## src/rtl/fetch_unit.sv

```systemverilog
// Single-outstanding instruction fetch with branch redirect; response lands in instr one cycle after imem_valid.
// Decode backpressure via instr_ready holds the fetched word; FETCH_PERF_EN adds a saturating stall_cnt output.
module fetch_unit #(
  parameter int PC_W    = 5,
  parameter int INSTR_W = 32
) (
  input  logic               clock,
  input  logic               reset,
  input  logic [PC_W-1:0]    pc_cur,
  output logic [PC_W-1:0]    pc_next,
  output logic               imem_req,
  output logic [PC_W-1:0]    imem_addr,
  input  logic               imem_valid,
  input  logic [INSTR_W-1:0] imem_rdata,
  output logic               instr_valid,
  output logic [INSTR_W-1:0] instr,
  output logic [PC_W-1:0]    instr_pc,
  input  logic               instr_ready,
  input  logic               branch_taken,
  input  logic [PC_W-1:0]    branch_target
`ifdef FETCH_PERF_EN
  ,
  output logic [15:0]        stall_cnt
`endif
);

  typedef enum logic [1:0] {IDLE, REQ, HOLD, DRAIN} state_t;

  state_t             r_state;
  state_t             w_state_nxt;
  logic               r_instr_valid;
  logic               w_instr_valid_nxt;
  logic [INSTR_W-1:0] r_instr;
  logic [INSTR_W-1:0] w_instr_nxt;
  logic [PC_W-1:0]    r_instr_pc;
  logic [PC_W-1:0]    w_instr_pc_nxt;
  logic [PC_W-1:0]    r_drain_addr;
  logic [PC_W-1:0]    w_drain_addr_nxt;

  always_comb begin
    w_state_nxt       = r_state;
    w_instr_valid_nxt = r_instr_valid;
    w_instr_nxt       = r_instr;
    w_instr_pc_nxt    = r_instr_pc;
    w_drain_addr_nxt  = r_drain_addr;
    pc_next           = pc_cur;
    imem_req          = 1'b0;
    imem_addr         = pc_cur;

    case (r_state)
      IDLE: w_state_nxt = REQ;
      REQ: begin
        imem_req = 1'b1;
        if (branch_taken) begin
          // Response already here is simply dropped; otherwise it is still in flight and must be drained.
          if (imem_valid) begin
            w_state_nxt = REQ;
          end else begin
            w_drain_addr_nxt = pc_cur;
            w_state_nxt      = DRAIN;
          end
        end else if (imem_valid) begin
          w_instr_nxt       = imem_rdata;
          w_instr_pc_nxt    = pc_cur;
          w_instr_valid_nxt = 1'b1;
          pc_next           = pc_cur + PC_W'(1);
          w_state_nxt       = HOLD;
        end
      end
      HOLD: begin
        if (instr_ready) begin
          w_instr_valid_nxt = 1'b0;
          w_state_nxt       = REQ;
        end
      end
      DRAIN: begin
        imem_req  = 1'b1;
        imem_addr = r_drain_addr;
        // A redirect here only retargets the PC; the stale response still retires the drain.
        if (imem_valid) w_state_nxt = REQ;
      end
      default: w_state_nxt = IDLE;
    endcase

    if (branch_taken) begin
      pc_next           = branch_target;
      w_instr_valid_nxt = 1'b0;
      if (r_state == IDLE || r_state == HOLD) w_state_nxt = REQ;
    end

    if (!reset) begin
      imem_req = 1'b0;
      pc_next  = '0;
    end
  end

  always_ff @(posedge clock) begin
    if (!reset) begin
      r_state       <= IDLE;
      r_instr_valid <= 1'b0;
      r_instr       <= '0;
      r_instr_pc    <= '0;
      r_drain_addr  <= '0;
    end else begin
      r_state       <= w_state_nxt;
      r_instr_valid <= w_instr_valid_nxt;
      r_instr       <= w_instr_nxt;
      r_instr_pc    <= w_instr_pc_nxt;
      r_drain_addr  <= w_drain_addr_nxt;
    end
  end

  assign instr_valid = r_instr_valid;
  assign instr       = r_instr;
  assign instr_pc    = r_instr_pc;

`ifdef FETCH_PERF_EN
  logic [15:0] r_stall_cnt;
  logic        w_stall;

  assign w_stall = ((r_state == REQ || r_state == DRAIN) && !imem_valid) ||
                   (r_state == HOLD && !instr_ready);

  always_ff @(posedge clock) begin
    if (!reset) begin
      r_stall_cnt <= '0;
    end else if (w_stall && r_stall_cnt != 16'hFFFF) begin
      r_stall_cnt <= r_stall_cnt + 16'd1;
    end
  end

  assign stall_cnt = r_stall_cnt;
`endif

endmodule

```

## config.mk

```make
export PLATFORM = sky130hd
export DESIGN_NAME = fetch_unit
export DESIGN_NICKNAME = d
export VERILOG_FILES = /design/src/rtl/fetch_unit.sv
export SDC_FILE = /design/constraint.sdc
export NUM_CORES = 1
export LEC_CHECK = 0
export ABC_AREA = 0
export BUFFER_PORTS_ARGS = -buffer_cell sky130_fd_sc_hd__buf_2
export CAP_MARGIN = 20
export CELL_PAD_IN_SITES_DETAIL_PLACEMENT = 1
export CELL_PAD_IN_SITES_GLOBAL_PLACEMENT = 2
export CORE_ASPECT_RATIO = 1.25
export CORE_MARGIN = 4
export CORE_UTILIZATION = 26
export DETAILED_ROUTE_END_ITERATION = 16
export HOLD_SLACK_MARGIN = 0.02
export PLACE_DENSITY = 0.83
export SLEW_MARGIN = 15
export SYNTH_ARGS = -nofsm -noshare
export SYNTH_HDL_FRONTEND = slang
export SYNTH_SLANG_ARGS = --single-unit
```

## constraint.sdc

```tcl
create_clock -name clock -period 4.05 [get_ports clock]
set_input_delay 0.81 -clock clock [delete_from_list [all_inputs] [get_ports clock]]
set_output_delay 0.81 -clock clock [all_outputs]
set_load 0.005 [all_outputs]
```

# [After elaboration in Yosys (flattened, before gate mapping)]
# Cells that the tools add are included.
[word_totals] register_bits=45 ram_bits=0 elab_cells=40 in_bits=47 latch_bits=0 memories=0 output_inout_bits=49 romBits=0
[op_classes] bitwise_logic=3 div=0 n_reduce_logical=8 shifts=0 n_mul=0 magnitude_cmp=0 mux=18 n_addsub=1 eq_ne=5
[ops] op="$mux W5" count=5
[ops] op="$mux W2" count=7
[ops] op="$reduce_and A3 Y1" count=3
[ops] op="$pmux W2 S4" count=1
[ops] op="$add A5 B1 Y5 const B" count=1
[ops] op="$eq A2 B2 Y1 const B" count=2
[ops] op="$mux W1" count=4
[ops] op="$ne A2 B2 Y1 const B" count=2
[ops] op="$reduce_or A2 Y1" count=2
[ops] op="$not A1 Y1" count=3
[ops] op="$eq A2 B1 Y1 const B" count=1
[ops] op="$logic_not A2 Y1" count=1
[ops] op="$pmux W1 S2" count=1
[ops] op="$reduce_bool A2 Y1" count=1
[ops] op="$logic_or A1 B1 Y1" count=1

# [Depth between registers and ports, before layout]
# Gate-level depths: netlist (run 1).
[depth] word_depth=5 mapped_depth=6 depth_no_buf=4

# [Worst setup path before layout (run 1)]
# Ideal clock, no wire load.
[synth_timing] kind="input to output" startpoint="input imem_valid" endpoint="output pc_next[4]" setup_slack_ns=1.614 arrival_time_ns=1.626 required_ns=3.240 cell_stages=4 cell_sequence="buf_2 -> nand3b_4 -> or3_1 -> a31oi_1"
[synth_via] elab_chain_len=4
[synth_rtl] element="start, declared" line="13" rtl="input logic imem_valid,"
[synth_rtl] element="$mux W5" line="62" rtl="end else if (imem_valid) begin"
[synth_rtl] element="$mux W5" line="50" rtl="case (r_state)"
[synth_rtl] element="$mux W5" line="85" rtl="if (branch_taken) begin"
[synth_rtl] element="$mux W5" line="91" rtl="if (!reset) begin"
[synth_rtl] element="end, declared" line="10" rtl="output logic [PC_W-1:0] pc_next,"
# Every way passes these cells.

# [Final worst setup path (run 1)]
[layout_timing] startpoint="input pc_cur[0]" endpoint="output pc_next[4]"
[layout_via] elab_chain_len=5
[layout_rtl] element="start, declared" line="9" rtl="input logic [PC_W-1:0] pc_cur,"
[layout_rtl] element="$add A5 B1 Y5" line="66" rtl="pc_next = pc_cur + PC_W'(1);"
[layout_rtl] element="$mux W5" line="62"
[layout_rtl] element="$mux W5" line="50"
[layout_rtl] element="$mux W5" line="85"
[layout_rtl] element="$mux W5" line="91"
# Every way passes these cells.

==> results of run 1 <==
## worst register-to-register path, delay by kind of cell (launching register included)
kind                   cells  cell delay (ns)
and+or+nand+nor            2             0.86
DFF                        1             0.61
buffers and inverters      1             0.37
AOI/OAI and AO/OA          1             0.12
## synthesized netlist by cell type (all sizes together)
master / count / area [um^2]
buf: 12 / 110
inv: 2 / 7.50
nor2b: 2 / 12.5
clkinv: 1 / 3.75
nor2: 6 / 22.5
or3b: 1 / 8.76
ha: 1 / 12.5
nor3: 1 / 5.00
nor3b: 1 / 7.51
a31oi: 2 / 12.5
dfxtp: 45 / 901
nand3b: 1 / 20.0
o21ai: 10 / 50.1
or3: 2 / 12.5
nor4bb: 1 / 10.0
mux2i: 6 / 60.1
clkbuf: 4 / 15.0
xor2: 2 / 17.5
nand4b: 1 / 8.76
a21oi: 43 / 215
and4bb: 1 / 12.5
mux2: 5 / 56.3
nand3: 2 / 10.0
and2: 1 / 6.26
nand4bb: 1 / 11.3
a2111oi: 1 / 8.76
nand2: 75 / 282
## through the flow
step	cell area (um^2)	std cells
after floorplan	1900	230
after global placement	2390	402
after detailed placement	2390	402
after CTS	2470	410
after global routing	2470	410
final	2470	410
## cells in the final DEF (no fill, tap or decap), drive strengths merged
cell	n
o21ai	10
nand4b	1
nor2b	2
nand3b	1
inv	2
mux2	5
mux2i	6
nand2	75
buf	98
and4bb	1
or3	2
nand3	2
clkinv	3
nor4bb	1
dfxtp	45
nor3b	1
and2	1
or3b	1
a2111oi	1
xor2	2
nor2	6
a21oi	43
ha	1
a31oi	2
nor3	1
nand4bb	1
clkbuf	6
## layout make-up
class                   count  share of cell area, %
clock buffers               6                   2.94
well taps                  90                   4.55
flip-flops and latches     45                   36.4
clock inverters             2                  0.405
repair buffers             98                   20.1
inverters                   3                  0.455
multi-input cells         166                   35.1
## logic make-up after synthesis
logic type / synth area share [%]
XOR/XNOR: 0.922
flip-flops: 47.4
AO/OA/AOI/OAI: 15.1
AND/OR/NAND/NOR: 22.6
buffers and inverters: 7.18
multiplexers: 6.13
adder cells (fa/ha/maj): 0.659
## per-layer routing
layer	wire length (um)	GRT usage (%)	share of wire [%]	up-vias
met5	0	0	0	-
met4	23	3.05	0.42	0
met3	361	3.97	6.6	2
met2	2710	21.2	50	55
met1	2350	14.9	43	870
li1	-	-	-	940
## report_power, final
| group | switching, mW | internal, mW | total [mW] |
|---|---|---|---|
| logic | 0.0587 | 0.0522 | 0.111 |
| clock network | 0.147 | 0.120 | 0.267 |
| registers | 0.0104 | 0.457 | 0.468 |
## final timing paths
kind | from | endpoint | slack, ns
worst max-delay path | pc_cur[0] | pc_next[4] | 1.40
worst min-delay path | instr[29] | instr[29] | 0.45
worst max register to register | r_state[0] | instr_pc[0] | 2.02
worst min register to register | instr[29] | instr[29] | 0.45
## registers in the layout, summed over array words and instances, names as in the netlist
register,flops
instr,32
instr_pc,5
r_drain_addr,5
r_state,2
instr_valid,1
==> impl_metrics.csv, run 1 <==
group,metric,value,unit
place,dpl_worst_slack,1.40,ns
power,ir_drop,113,uV
place,buffer_ports.inserted,95,
sta,finalMaxSlewViolations,0,
hold_path,min_path_type,"flip-flop to flip-flop",
route,routed_wl,5.45,mm
power,cellLeakagePower,1.10,nW
synthesis,per_instance_average_area_after_synthesis,8.26,um^2
sta,setup_viol,0,
setup_path,cp.required,3.24,ns
synthesis,syn-instance-count,230,
sta,maxSlewHeadroom,46.0,%
global_routing,globalRoute.totalOverflow,0,
clocking,cts_inserted_buffers,5,
floorplanning,die_height,104,um
floorplanning,die-area,0.00875,mm^2
setup_path,cp_top_family,"simple AND/OR/NAND/NOR gates",
route,first_iter_violations,34,
setup_path,rr_worst_depth,4,
setup_path,critical_path.endpoint_type,"output port",
clocking,clock_tree.htree_level_count,2,
layout,layout.core_utilization,35.2,%
global_routing,first_pass_grt_wire_length,8.98,mm
global_routing,groute.usage.overall,12.4,%
floorplanning,start_util,27.1,%
synthesis,mappedNetlistArea,0.00190,mm^2
clocking,root_buffer,"sky130_fd_sc_hd__clkbuf_8",
synthesis,yosys_register_bits,45,
job,drv.max_cap_violation_count,0,
route,ant_nets,0,
sta,setup_ws,1.40,ns
synthesis,synth_cell_type_count,30,
setup_path,path_max_fanout,6,
global_routing,grt_pass1_vias,1864,
clocking,clock_insertion_delay_worst_skew,0.29,ns
power,p_per_area,342,mW/mm^2
setup_path,worst_path_arrival_time,1.84,ns
synthesis,synth-warning-count,0,
clocking,post_cts_resized,0,
sta,finalCriticalPeriod,2.65,ns
sta,final.period_utilization,65.5,%
setup_path,critical_path_class,"input port to output port",
sta,finalClockSkew,0.00617,ns
clocking,cts_post_setup_buffers_inserted,0,
sta,hold_slack,0.454,ns
clocking,cts-hold-fix-buffers,0,
setup_path,cp.buffers_inverters,2,
layout,design.final.nets,367,
sta,tightestPinTransition,0.809,ns
clocking,tritoncts,"built",
route,route.detailed.drc,0,
setup_path,cpMaxStageDelayCell,"sky130_fd_sc_hd__or3_1",
layout,fillers,914,
route,via_count,1867,
layout,drive_above_1_share,35.6,%
setup_path,slowest_delay,0.31,ns
route,avgViaCountPerCell,4.55,
place,gp_congestion,0.709,
layout,final-seq-area,901,um^2
floorplanning,die_w,84.4,um
place,half_perimeter_wire_length_after_detailed_placement,3.89,mm
layout,antenna_diodes,0,
clocking,clock_tree.buffer_depth,2,
route,firstDrtPassIters,4,
route,wl_per_cell,13.3,um
global_routing,pin_count_of_the_biggest_net_entering_global_routing,46,
layout,flow.area_growth_from_synthesis,30.2,%
setup_path,most_prevalent_standard_cell_on_the_critical_path,"sky130_fd_sc_hd__buf_2",
synthesis,synth-seq-area-share,47.4,%
setup_path,timing.critical_path.from_type,"input port",
synthesis,synthesis.nets,278,
run_status,outcome,"complete, no violations",
hold_path,worstHoldPathCells,2,
sta,hold_viol,0,
global_routing,antenna_found_initial,0,
power,fin_total_pwr,0.845,mW
sta,summed_negative_setup_slack_over_all_endpoints,0,ns
layout,footprint_of_the_multi_input_gates,867,um^2
sta,clock.fmax,377,MHz
setup_path,path_cells,"buf_2, ha_1, nand3_1, or3_1, a31oi_1, buf_2",
setup_path,critical_path_depth,6,
clocking,tritoncts_num_sinks,45,
floorplanning,design.core.area,0.00702,mm^2
clocking,clkSlewWorstSetupHoldPaths,0.08,ns
floorplanning,pin_count,96,
floorplanning,rows,34,
sta,unrepaired_setup_endpoints_after_global_routing,"no",
Note: power is estimated with default switching activity, not from simulation.
==> inputs of run 2 (changes only) <==
Settings changed: ABC_AREA 0 to 1, CORE_UTILIZATION 26 to 22, PLACE_DENSITY 0.83 to 0.76.
Clock period 4.05 ns to 2.8 ns, I/O delays scaled along.
==> impl_metrics.csv, run 2 <==
group,metric,value,unit
power,p_per_area,519,mW/mm^2
clocking,clock_tree.htree_level_count,2,
setup_path,worst_r2r_startpoint,"r_state[0]",
setup_path,worst_path_arrival_time,1.55,ns
sta,tightestPinTransition,0.705,ns
global_routing,groute.usage.overall,12.3,%
clocking,cts-hold-fix-buffers,0,
layout,flow.area_growth_from_synthesis,33.7,%
clocking,post_cts_resized,0,
floorplanning,die_height,111,um
run_status,outcome,"complete, no violations",
route,avgViaCountPerCell,4.39,
synthesis,xor_and_xnor_fraction_of_the_mapped_netlist_area,0,%
job,drv.max_cap_violation_count,0,
sta,finalMaxSlewViolations,0,
synthesis,mappedNetlistArea,0.00187,mm^2
sta,clock.fmax,474,MHz
route,firstDrtPassIters,4,
synthesis,per_instance_average_area_after_synthesis,7.03,um^2
synthesis,syn-instance-count,266,
place,half_perimeter_wire_length_after_detailed_placement,4.59,mm
place,buffer_ports.inserted,95,
power,cellLeakagePower,1.24,nW
layout,footprint_of_the_multi_input_gates,826,um^2
place,gp_congestion,0.818,
synthesis,synth-warning-count,0,
setup_path,critical_path_class,"input port to output port",
sta,hold_viol,0,
sta,final.period_utilization,75.4,%
synthesis,combinational_family_with_the_most_area_after_synthesis,"simple AND/OR/NAND/NOR gates",
sta,maxSlewHeadroom,52.6,%
layout,drive_above_1_share,30.3,%
floorplanning,die_w,90.4,um
setup_path,critical_path.endpoint_type,"output port",
synthesis,synthArstFlopShare,0,%
setup_path,cp_top_family,"buffers and inverters",
sta,summed_negative_setup_slack_over_all_endpoints,0,ns
floorplanning,pin_count,96,
setup_path,cp.buffers_inverters,3,
synthesis,netlist.area_leader.share,48.2,%
route,route.detailed.drc,0,
synthesis,netlist_top_cells_area,"sky130_fd_sc_hd__dfxtp_1, sky130_fd_sc_hd__nor2_1, sky130_fd_sc_hd__o21ai_0",
global_routing,pin_count_of_the_biggest_net_entering_global_routing,38,
layout,design.final.nets,405,
synthesis,synthesis.nets,314,
clocking,tritoncts_num_sinks,45,
synthesis,yosys_register_bits,45,
setup_path,path_cells,"buf_2, inv_1, nand2_1, a21oi_1, o21ai_0, nand2_1, buf_2",
clocking,clock_insertion_delay_worst_skew,0.29,ns
route,ant_nets,0,
setup_path,startpoint,"branch_taken",
clocking,clkSlewWorstSetupHoldPaths,0.08,ns
sta,finalClockSkew,0.00374,ns
clocking,root_buffer,"sky130_fd_sc_hd__clkbuf_8",
clocking,cts_inserted_buffers,5,
hold_path,min_path_type,"flip-flop to flip-flop",
clocking,cts_post_setup_buffers_inserted,0,
clocking,tritoncts,"built",
layout,fillers,1071,
layout,largest_reg_flops,32,
synthesis,synth_cell_type_count,20,
hold_path,hp-start,"r_drain_addr[0]",
layout,layout.core_utilization,30.3,%
route,first_iter_violations,30,
floorplanning,die-area,0.0100,mm^2
clocking,clock_tree.buffer_depth,2,
synthesis,synth-compound-area-share,15.9,%
global_routing,first_pass_grt_wire_length,10.2,mm
layout,antenna_diodes,0,
synthesis,synth.area.mux_share,0,%
setup_path,path_max_fanout,12,
setup_path,timing.critical_path.from_type,"input port",
setup_path,cp.required,2.24,ns
synthesis,synthDominantAreaCellType,"sky130_fd_sc_hd__dfxtp_1",
route,wl_per_cell,13.2,um
route,routed_wl,5.97,mm
global_routing,globalRoute.totalOverflow,0,
setup_path,cpMaxStageDelayCell,"sky130_fd_sc_hd__inv_1",
route,via_count,1993,
setup_path,slowest_delay,0.29,ns
synthesis,post_synth_fa_ha_maj_area_fraction,0.669,%
power,fin_total_pwr,1.30,mW
synthesis,ys_top_cells_by_count,"sky130_fd_sc_hd__nor2_1, sky130_fd_sc_hd__dfxtp_1, sky130_fd_sc_hd__o21ai_0, sky130_fd_sc_hd__nand2_1, sky130_fd_sc_hd__inv_1",
layout,mostFrequentLayoutCells,"sky130_fd_sc_hd__buf_2, sky130_fd_sc_hd__nor2_1, sky130_fd_sc_hd__dfxtp_1",
synthesis,synth-seq-area-share,48.2,%
synthesis,ys_dominant_reg_cell,"sky130_fd_sc_hd__dfxtp_1",
global_routing,grt_pass1_vias,2122,
sta,unrepaired_setup_endpoints_after_global_routing,"no",
layout,final-seq-area,901,um^2
floorplanning,rows,37,
synthesis,yosys.area_share.simple,27.3,%
global_routing,antenna_found_initial,0,
floorplanning,start_util,22.7,%
layout,final_common_cell,"sky130_fd_sc_hd__buf_2",
synthesis,most_common_cell_in_the_netlist,"sky130_fd_sc_hd__nor2_1",
sta,setup_viol,0,
sta,finalCriticalPeriod,2.11,ns
power,ir_drop,222,uV
synthesis,synth_enable_flop_cells,0,
floorplanning,design.core.area,0.00824,mm^2
[run 2: cell types whose count changed in the layout (fill, tap and decap cells not counted), sizes merged, moves of 3 or more]
| cell | before | now |
|---|---|---|
| a21oi | 43 | 6 |
| clkinv | 3 | 0 |
| inv | 2 | 20 |
| mux2 | 5 | 0 |
| mux2i | 6 | 0 |
| nand2 | 75 | 25 |
| nand3 | 2 | 10 |
| nor2 | 6 | 91 |
| o21ai | 10 | 52 |
[run 2: routing by layer]
metal	vias up	global-route usage [%]	routed length, um
met1	915	13.8	2550
met4	0	3.68	74
li1	1021	-	-
met5	-	0	0
met3	5	2.72	253
met2	52	22.9	3090
[run 2: worst min-delay path, cell delays in order, from the launching register on]
cell and delay (ns):
sky130_fd_sc_hd__dfxtp_1 0.31, sky130_fd_sc_hd__inv_1 0.06, sky130_fd_sc_hd__a21oi_1 0.06
[run 2: through the flow]
stage               instance area [um^2]  cells  worst slack, ns  hold WS [ns]
global placement                    2410    447            0.721         0.444
detailed placement                  2410    447            0.680         0.455
global route                        2500    454            0.521         0.487
finish                              2500    454            0.690         0.460
floorplan                           1870    266            0.950         0.425
CTS                                 2500    454            0.678         0.467
[run 2: kinds of logic after synthesis]
family / after synthesis
AND/OR/NAND/NOR: 128
AO/OA/AOI/OAI: 59
flip-flops: 45
buffers and inverters: 33
adder cells (fa/ha/maj): 1
[run 2: worst paths after layout]
path	end	cells past startpoint	slack (ns)
worst max register to register	instr[25]	7	1.10
worst max-delay path	pc_next[1]	7	0.69
worst min register to register	r_drain_addr[0]	2	0.46
worst min-delay path	r_drain_addr[0]	2	0.46
[run 2: layout make-up]
cell class / count / area share (%)
Multi-Input combinational cell: 188 / 33.0
Timing Repair Buffer: 97 / 19.6
Clock buffer: 7 / 3.45
Sequential cell: 45 / 36.0
Tap cell: 97 / 4.85
Inverter: 20 / 3.00
[run 2: power by group]
part           switching (mW)  internal (mW)
registers              0.0180          0.674
logic                   0.114         0.0884
clock network           0.207          0.196
